$ cat config.mk
export PLATFORM = sky130hd
export DESIGN_NAME = wb_port_arbiter
export DESIGN_NICKNAME = d
export VERILOG_FILES = /design/src/rtl/wb_pkg.sv /design/src/rtl/wb_rr_picker.sv /design/src/rtl/wb_port_arbiter.sv
export SDC_FILE = /design/constraint.sdc
export NUM_CORES = 1
export LEC_CHECK = 0
export ABC_AREA = 1
export CORE_MARGIN = 1.5
export CORE_UTILIZATION = 40
export CTS_BUF_LIST = sky130_fd_sc_hd__clkbuf_8 sky130_fd_sc_hd__clkbuf_16
export CTS_CLUSTER_SIZE = 14
export DETAILED_ROUTE_END_ITERATION = 10
export GPL_ROUTABILITY_DRIVEN = 0
export PLACE_DENSITY = 0.63
export SYNTH_ARGS = -nofsm -noshare
export SYNTH_HDL_FRONTEND = slang
export SYNTH_SLANG_ARGS = --single-unit
$ cat constraint.sdc
create_clock -name clock_i -period 8.47 [get_ports clock_i]
set_input_delay 2.541 -clock clock_i [delete_from_list [all_inputs] [get_ports clock_i]]
set_output_delay 2.541 -clock clock_i [all_outputs]
set_load 0.01 [all_outputs]
$ cat src/rtl/wb_pkg.sv
// Shared definitions for the writeback port arbiter: requester indices,
// default widths, the holding-entry layout and a modulo-3 pointer step.
package wb_pkg;

   localparam int WB_DATA_W = 16;
   localparam int WB_ADDR_W = 5;
   localparam int NUM_REQ   = 3;

   localparam logic [1:0] REQ_EXECA = 2'd0;
   localparam logic [1:0] REQ_EXECB = 2'd1;
   localparam logic [1:0] REQ_LSU   = 2'd2;

   typedef struct packed {
      logic [WB_ADDR_W-1:0] addr;
      logic [WB_DATA_W-1:0] data;
      logic [1:0]           status;
   } wb_entry_t;

   // Next requester index in rotation order 0 -> 1 -> 2 -> 0.
   function automatic logic [1:0] rr_inc(input logic [1:0] idx);
      return (idx >= 2'd2) ? 2'd0 : idx + 2'd1;
   endfunction

endpackage

$ cat src/rtl/wb_rr_picker.sv
// Combinational rotating-priority picker: first pending hold from the pointer
// goes to port A, the next one to port B unless it targets the same register.
module wb_rr_picker
   import wb_pkg::*;
#(
   parameter int ADDR_W = WB_ADDR_W
)(
   input  logic [NUM_REQ-1:0]        i_pending,
   input  logic [NUM_REQ*ADDR_W-1:0] i_addr,
   input  logic [1:0]                i_rr,
   output logic [1:0]                o_w1Idx,
   output logic                      o_w1Vld,
   output logic [1:0]                o_w2Idx,
   output logic                      o_w2Vld,
   output logic [NUM_REQ-1:0]        o_grant
);

   logic [1:0]        w_scanIdx;
   logic [1:0]        w_w1Idx;
   logic              w_w1Found;
   logic [1:0]        w_w2Idx;
   logic              w_w2Found;
   logic [ADDR_W-1:0] w_w1Addr;
   logic [ADDR_W-1:0] w_w2Addr;

   // Scan the three requesters starting at the pointer; a W2 that collides with W1's address sits out.
   always_comb begin
      w_scanIdx = i_rr;
      w_w1Idx   = 2'd0;
      w_w1Found = 1'b0;
      w_w2Idx   = 2'd0;
      w_w2Found = 1'b0;
      for (int k = 0; k < NUM_REQ; k++) begin
         if (i_pending[w_scanIdx]) begin
            if (!w_w1Found) begin
               w_w1Found = 1'b1;
               w_w1Idx   = w_scanIdx;
            end else if (!w_w2Found) begin
               w_w2Found = 1'b1;
               w_w2Idx   = w_scanIdx;
            end else begin
               w_w2Found = w_w2Found;
            end
         end else begin
            w_w1Found = w_w1Found;
         end
         w_scanIdx = rr_inc(w_scanIdx);
      end

      w_w1Addr = i_addr[w_w1Idx*ADDR_W +: ADDR_W];
      w_w2Addr = i_addr[w_w2Idx*ADDR_W +: ADDR_W];

      o_w1Idx = w_w1Idx;
      o_w1Vld = w_w1Found;
      o_w2Idx = w_w2Idx;
      o_w2Vld = w_w2Found && (w_w2Addr != w_w1Addr);

      o_grant = 3'b000;
      if (o_w1Vld) begin
         o_grant = o_grant | (3'b001 << w_w1Idx);
      end else begin
         o_grant = o_grant;
      end
      if (o_w2Vld) begin
         o_grant = o_grant | (3'b001 << w_w2Idx);
      end else begin
         o_grant = o_grant;
      end
   end

endmodule

$ cat src/rtl/wb_port_arbiter.sv
// Shares two register-file writeback ports among execA, execB and the LSU,
// each buffered by a one-entry hold; writes appear registered one cycle after grant.
module wb_port_arbiter
   import wb_pkg::*;
#(
   parameter int DATA_W = WB_DATA_W,
   parameter int ADDR_W = WB_ADDR_W
)(
   input  logic                      clock_i,
   input  logic                      reset_i,
   input  logic [2:0]                reqValid_i,
   output logic [2:0]                reqReady_o,
   input  logic [3*ADDR_W-1:0]       reqAddr_i,
   input  logic [3*DATA_W-1:0]       reqData_i,
   input  logic [5:0]                reqStatus_i,
   output logic                      wbA_o,
   output logic                      wbB_o,
   output logic [ADDR_W-1:0]         wbAddrA_o,
   output logic [ADDR_W-1:0]         wbAddrB_o,
   output logic [DATA_W-1:0]         wbValA_o,
   output logic [DATA_W-1:0]         wbValB_o,
   output logic [1:0]                operationStatusA_o,
   output logic [1:0]                operationStatusB_o,
   output logic [2:0]                pending_o
);

   logic [NUM_REQ-1:0]        r_pending;
   logic [ADDR_W-1:0]         r_holdAddr   [NUM_REQ];
   logic [DATA_W-1:0]         r_holdData   [NUM_REQ];
   logic [1:0]                r_holdStatus [NUM_REQ];
   logic [1:0]                r_rr;

   logic                      r_wbA;
   logic                      r_wbB;
   logic [ADDR_W-1:0]         r_wbAddrA;
   logic [ADDR_W-1:0]         r_wbAddrB;
   logic [DATA_W-1:0]         r_wbValA;
   logic [DATA_W-1:0]         r_wbValB;
   logic [1:0]                r_statusA;
   logic [1:0]                r_statusB;

   logic [NUM_REQ*ADDR_W-1:0] w_holdAddrPacked;
   logic [1:0]                w_w1Idx;
   logic                      w_w1Vld;
   logic [1:0]                w_w2Idx;
   logic                      w_w2Vld;
   logic [NUM_REQ-1:0]        w_grant;
   logic [2:0]                w_ready;

   // Flatten hold addresses for the picker's conflict check.
   always_comb begin
      w_holdAddrPacked = {(NUM_REQ*ADDR_W){1'b0}};
      for (int r = 0; r < NUM_REQ; r++) begin
         w_holdAddrPacked[r*ADDR_W +: ADDR_W] = r_holdAddr[r];
      end
   end

   wb_rr_picker #(
      .ADDR_W (ADDR_W)
   ) u_picker (
      .i_pending (r_pending),
      .i_addr    (w_holdAddrPacked),
      .i_rr      (r_rr),
      .o_w1Idx   (w_w1Idx),
      .o_w1Vld   (w_w1Vld),
      .o_w2Idx   (w_w2Idx),
      .o_w2Vld   (w_w2Vld),
      .o_grant   (w_grant)
   );

   // A hold being drained this cycle can be refilled at the same edge.
   assign w_ready    = ~r_pending | w_grant;
   assign reqReady_o = w_ready;

   // Holding registers: capture on acceptance, release when granted without refill.
   always_ff @(posedge clock_i or negedge reset_i) begin
      if (!reset_i) begin
         r_pending <= 3'b000;
         for (int r = 0; r < NUM_REQ; r++) begin
            r_holdAddr[r]   <= {ADDR_W{1'b0}};
            r_holdData[r]   <= {DATA_W{1'b0}};
            r_holdStatus[r] <= 2'b00;
         end
      end else begin
         for (int r = 0; r < NUM_REQ; r++) begin
            if (reqValid_i[r] && w_ready[r]) begin
               r_pending[r]    <= 1'b1;
               r_holdAddr[r]   <= reqAddr_i[r*ADDR_W +: ADDR_W];
               r_holdData[r]   <= reqData_i[r*DATA_W +: DATA_W];
               r_holdStatus[r] <= (r == int'(REQ_LSU)) ? 2'b00 : reqStatus_i[2*r +: 2];
            end else if (w_grant[r]) begin
               r_pending[r]    <= 1'b0;
            end else begin
               r_pending[r]    <= r_pending[r];
            end
         end
      end
   end

   // Rotating pointer moves past the last requester granted this cycle.
   always_ff @(posedge clock_i or negedge reset_i) begin
      if (!reset_i) begin
         r_rr <= 2'd0;
      end else if (w_w2Vld) begin
         r_rr <= rr_inc(w_w2Idx);
      end else if (w_w1Vld) begin
         r_rr <= rr_inc(w_w1Idx);
      end else begin
         r_rr <= r_rr;
      end
   end

   // Registered writeback ports; an idle port drives all fields to zero.
   always_ff @(posedge clock_i or negedge reset_i) begin
      if (!reset_i) begin
         r_wbA     <= 1'b0;
         r_wbAddrA <= {ADDR_W{1'b0}};
         r_wbValA  <= {DATA_W{1'b0}};
         r_statusA <= 2'b00;
         r_wbB     <= 1'b0;
         r_wbAddrB <= {ADDR_W{1'b0}};
         r_wbValB  <= {DATA_W{1'b0}};
         r_statusB <= 2'b00;
      end else begin
         r_wbA <= w_w1Vld;
         if (w_w1Vld) begin
            r_wbAddrA <= r_holdAddr[w_w1Idx];
            r_wbValA  <= r_holdData[w_w1Idx];
            r_statusA <= r_holdStatus[w_w1Idx];
         end else begin
            r_wbAddrA <= {ADDR_W{1'b0}};
            r_wbValA  <= {DATA_W{1'b0}};
            r_statusA <= 2'b00;
         end
         r_wbB <= w_w2Vld;
         if (w_w2Vld) begin
            r_wbAddrB <= r_holdAddr[w_w2Idx];
            r_wbValB  <= r_holdData[w_w2Idx];
            r_statusB <= r_holdStatus[w_w2Idx];
         end else begin
            r_wbAddrB <= {ADDR_W{1'b0}};
            r_wbValB  <= {DATA_W{1'b0}};
            r_statusB <= 2'b00;
         end
      end
   end

   assign wbA_o              = r_wbA;
   assign wbAddrA_o          = r_wbAddrA;
   assign wbValA_o           = r_wbValA;
   assign operationStatusA_o = r_statusA;
   assign wbB_o              = r_wbB;
   assign wbAddrB_o          = r_wbAddrB;
   assign wbValB_o           = r_wbValB;
   assign operationStatusB_o = r_statusB;
   assign pending_o          = r_pending;

endmodule
==> summary.txt, run 1 <==
Status: finished, final reports clean
Tot GR Track Use: 24.1%
Rows: 43
Mapped Area: 5710 um2
Layout Cells excl Fill: 991
First-pass GRT wire length: 27.0 mm
Setup crit end: reqReady_o[1]
Slowest cell on crit path: nand3_2
Ant. Diodes: 0
GRT overflow: 0
Final number of setup-violating endpoints: 0
Clock Skew: 0.00790 ns
Placed cell count: 962
Die W: 123 um
Seq/Total Area, Yosys: 52.6%
Mean routed wirelength per cell: 17.3 um
Drt first pass iters: 5
Max-cap viol count: 0
Startpoint Class: flop
Core area: 13900 um2
Sink Count: 120
Port Buffers: 125
Main synth FF type: dfrtp_1
Fraction of layout cells with a size suffix above 1: 9.37%
Fin. max-slew vios: 0
Iter 0 DRT Violations: 503
Distinct cells, synth: 29
Most frequent cells in the layout: nand2_1, clkdlybuf4s50_1, dfrtp_1
H-tree Lvls: 4
Die Outline Area: 15000 um2
Die Height: 123 um
Vias in the first global route: 5224
Post-Syn Instances: 688
Fmax: 145 MHz
Commonest non-fill, non-tap cell in the layout: nand2_1
Worst r2r dst: r_rr[1]
Reg2reg path depth: 17
Crit end category: output pin
Seq cells post-synth: 120
Largest net degree at the start of global routing: 84
I/O pin cnt: 128
Crit-path max FO: 41
Syn nets: 762
Avg Cell Area, Syn: 8.30 um2
CP dominant cell by count: nand2_1
Vias/cell: 5.35
Reg-to-reg slack, setup: 4.30 ns
Synth async-reset ratio: 100%
Hold Path Class: flop to flop
Initial antenna violation count: 0
Tcrit/Tclk final: 81.3%
Aggregate negative setup slack: 0 ns
CTS clk-pin slew, worst paths: 0.05 ns
R2R Path Start: r_rr[0]
Synth-to-Final Area Change: 32.2%
Skew-Pair Late Insertion Delay: 0.42 ns
Largest stage delay, worst path: 0.63 ns
Tmin final: 6.89 ns
Slew @ Worst Pin: 1.07 ns
Post-CTS resize count: 0
Dpl hpwl: 10.8 mm
Worst Setup SP: r_rr[0]
CP arrival: 4.35 ns
CTS hold repair buffers: 0
Clk buf depth: 2
Critical Path RT: 5.93 ns
Post-CTS Repair Setup Buffers: 0
RSZ-0062 raised after global routing: no
Crit-path cells: nor2_2 -> nand2_1 -> nand3_1 -> nand2_1 -> nand2_1 -> nand3_2 -> inv_2 -> nand2_1 -> nand2_1 -> nand2_1 -> nand2_1 -> nand2_1 -> nor2_2 -> nand3_4 -> nand2_4 -> nand3_4 -> clkdlybuf4s50_1
Post-synth EDFFs: 0
Clk root buf: clkbuf_16
CTS tree: done
Slew HR: 28.2%
Layout Nets: 875
Final hold violations: 0
Initial Utilization: 41.0%
Post-route DRC: 0
Routed wire length: 17.1 mm
Via count: 5302
CTS buffer count: 17
ANT nets after route: 0
YS warnings: 0
Kind of critical path: flop to output pin
## worst min-delay path by stage
stage,from,end,depth (start not counted)
after floorplan,r_holdAddr[11],r_holdAddr[11],2
after global placement,r_holdData[3],r_holdData[3],2
after detailed placement,r_holdData[4],r_holdData[4],2
after CTS,r_holdStatus[5],r_holdStatus[5],2
after global routing,r_holdAddr[7],r_holdAddr[7],2
final,r_holdAddr[7],r_holdAddr[7],2
## worst max-delay path: cells and delay by family (launching register included)
kind	cells	cell delay (ns)
buffers and inverters	2	1.00
DFF	1	0.48
and+or+nand+nor	15	2.44
## cell type report
cell class                 count  area, um2
sequential                   120       3000
clock buffer                  20        467
multi-input combinational    468       2260
timing repair buffer         129       1280
tap                          180        225
fill                        1331       6380
inverter                      65        245
clock inverter                 9       80.1
## sequential cells by signal, summed over array words and instances, names as in the netlist, 3 cells and up
signal	count
r_holdData	48
wbValA_o	16
wbValB_o	16
r_holdAddr	15
wbAddrA_o	5
wbAddrB_o	5
r_holdStatus	4
pending_o	3
## routing by layer
| metal | share of wire, % | GRT usage, % |
|---|---|---|
| met1 | 43 | 31.6 |
| met2 | 48 | 39.1 |
| met3 | 6.9 | 5.44 |
| met4 | 1.9 | 9.16 |
| met5 | 0 | 0 |
## cells by family (layout without fill, tap and decap cells)
logic type / count (synthesis) / after routing / synth area share (%)
compound gates: 93 / 93 / 9.46
buf+inv: 100 / 223 / 7.95
flops: 120 / 120 / 52.6
simple gates: 375 / 375 / 30.0
## Yosys cell counts, types with 2 or more instances
cell / n / area (um2)
nand4_1: 2 / 12.5
buf_4: 4 / 30.0
inv_1: 59 / 221
dfrtp_1: 120 / 3000
buf_2: 8 / 40.0
o221ai_1: 16 / 140
nand3_4: 2 / 35.0
nand2_2: 17 / 106
nor2_4: 2 / 22.5
nand2_1: 203 / 762
clkbuf_1: 16 / 60.1
nand2_4: 5 / 56.3
nand3b_1: 2 / 15.0
nand3_1: 97 / 485
nor2_2: 7 / 43.8
o21ai_1: 2 / 10.0
nand3_2: 5 / 50.1
o22ai_1: 2 / 12.5
o21ai_0: 68 / 340
nor2_1: 32 / 120
buf_6: 7 / 78.8
inv_2: 5 / 18.8
## metrics by stage
stage	hold slack, ns	utilization, %	setup WS [ns]	area, um2
after global routing	0.484	54.2	1.36	7550
final	0.468	54.2	1.58	7550
after global placement	0.455	50.3	2.18	7010
after CTS	0.471	54.2	1.69	7550
after floorplan	0.442	-	3.79	5710
after detailed placement	0.459	50.3	2.14	7010
Power of run 1 is left out: the tool's default activity adds up to more than one toggle a clock period on the data nets, which glitch-free logic cannot reach.
==> run 2: changes to the inputs <==
clock period = 6.4 ns   (was 8.47 ns; I/O delays follow)
==> run 2 against run 1 <==
  * Clock skew is 0.0044 ns higher
  * Setup slack worse by 1.1 ns
  * Sequential share of layout area is 0.38 points lower
==> summary.txt, run 2 (same netlist as run 1, synthesis figures left out) <==
Kind of critical path: flop to output pin
Synth-to-Final Area Change: 33.5%
Slew HR: 29.6% (+1.5 points)
Clock Skew: 0.0123 ns (+0.00441 ns)
Worst Setup SP: r_rr[0]
Buf/Inv on CP: 2 (unchanged)
I/O pin cnt: 128 (unchanged)
Fin. max-slew vios: 0 (unchanged)
Ant. Diodes: 0 (unchanged)
Tot GR Track Use: 23.9% (-0.19 points)
Vias in the first global route: 5208 (-0.31%)
Critical Path RT: 4.48 ns (-1.45 ns)
CTS hold repair buffers: 0 (unchanged)
Initial antenna violation count: 0 (unchanged)
Initial Utilization: 41.0% (unchanged)
Max-cap viol count: 0 (unchanged)
Clk root buf: clkbuf_16
GRT busiest layer: met2
Dpl hpwl: 10.9 mm (+0.54%)
Final number of setup-violating endpoints: 0 (unchanged)
Drt first pass iters: 5 (unchanged)
Most frequent cells in the layout: nand2_1, clkdlybuf4s50_1, dfrtp_1
Tmin final: 5.91 ns
RSZ-0062 raised after global routing: no
H-tree Lvls: 4 (unchanged)
Layout Nets: 877 (+0.23%)
CTS tree: done
Clk buf depth: 2 (unchanged)
Die Outline Area: 15000 um2 (unchanged)
Post-CTS Repair Setup Buffers: 0 (unchanged)
Slew @ Worst Pin: 1.05 ns (-0.0225 ns)
Via count: 5198 (-2.0%)
Rows: 43 (unchanged)
Vias/cell: 5.22 (-2.5%)
Iter 0 DRT Violations: 553 (+9.9%)
CTS clk-pin slew, worst paths: 0.05 ns (about the same)
R2R Path Start: r_rr[0]
Tcrit/Tclk final: 92.4%
Crit-path cells: nor2_2 -> nand2_1 -> nand3_1 -> nand2_2 -> clkinv_2 -> nand2_1 -> nand2_1 -> nand2_1 -> nand3_1 -> nand2_1 -> nor2_2 -> nand3_4 -> nand3_2 -> nand2_4 -> clkdlybuf4s50_1
Post-CTS resize count: 0 (unchanged)
Core area: 13900 um2 (unchanged)
Largest stage delay, worst path: 0.61 ns (-0.02 ns)
Grt met3 use: 5.81% (+0.37 points)
Port Buffers: 125 (unchanged)
Top reg by flops: r_holdData
Startpoint Class: flop
Sink Count: 120 (unchanged)
ANT nets after route: 0 (unchanged)
Fraction of layout cells with a size suffix above 1: 9.93% (+0.56 points)
Slowest cell on crit path: clkdlybuf4s50_1
CP arrival: 3.99 ns (-0.36 ns)
GRT overflow: 0 (unchanged)
Fmax: 169 MHz
Routed wire length: 16.9 mm (-1.7%)
Met1 usage: 31.0% (-0.62 points)
Die W: 123 um (unchanged)
Skew-Pair Late Insertion Delay: 0.43 ns (about the same)
CP top delay family: simple AND/OR/NAND/NOR gates
Hold Crit Start: r_holdStatus[5]
Die Height: 123 um (unchanged)
Max reg flops: 48 (unchanged)
Post-route DRC: 0 (unchanged)
Status: finished, final reports clean
Crit-path max FO: 26 (-37%)
Mean routed wirelength per cell: 16.9 um (-2.2%)
Global Route met2 Usage: 38.9% (-0.21 points)
Final hold violations: 0 (unchanged)
Aggregate negative setup slack: 0 ns (unchanged)
First-pass GRT wire length: 26.8 mm (-0.71%)
Largest net degree at the start of global routing: 63 (-25%)
Crit end category: output pin
CP dominant cell by count: nand2_1
Commonest non-fill, non-tap cell in the layout: nand2_1
CTS buffer count: 17 (unchanged)
Hold Path Class: flop to flop
==> run 2: cell count changes in the layout (fill, tap and decap cells not counted) <==
cell and delta:
buf_4 +2, bufinv_16 +1, clkbuf_8 +3, clkinv_2 +2, clkinv_4 -1, clkinvlp_4 -2
==> run 2: per-layer routing <==
| metal | wire [um] | share of wire, % |
|---|---|---|
| met3 | 1260 | 7.5 |
| met2 | 8280 | 49 |
| met5 | 0 | 0 |
| met4 | 240 | 1.4 |
| met1 | 7080 | 42 |
==> run 2: final timing paths <==
| path | endpoint | slack, ns | cells after the start |
|---|---|---|---|
| max in group asynchronous | r_holdData[23] | 3.59 | 2 |
| min in group asynchronous | wbAddrB_o[2] | 1.56 | 1 |
| worst min register to register | r_holdStatus[5] | 0.47 | 2 |
| worst max-delay path | reqReady_o[0] | 0.49 | 15 |
| worst min-delay path | r_holdStatus[5] | 0.47 | 2 |
| worst max register to register | operationStatusB_o[0] | 2.49 | 17 |
==> run 2: layout make-up <==
cell class,instances,area [um2]
clock buffers,23,508
clock inverters,9,96.3
fillers,1237,6310
inverters,65,245
multi-input cells,468,2260
flip-flops and latches,120,3000
well taps,180,225
repair buffers,131,1290
==> run 2: worst min-delay path: stages (launching register included) <==
cell and delay (ns):
dfrtp_1 0.34, nand2_1 0.05, nand2_1 0.05
==> run 2: per-stage QoR <==
stage	cells	utilization (%)	setup WS [ns]	hold WS, ns	instance area (um2)
finish	996	54.7	0.489	0.469	7630
global route	996	54.7	0.313	0.488	7630
CTS	996	54.7	0.570	0.472	7630
detailed placement	964	50.4	1.05	0.459	7020
global placement	964	50.4	1.12	0.456	7020
floorplan	688	-	2.34	0.442	5710
Power of run 2 is left out for the same reason.
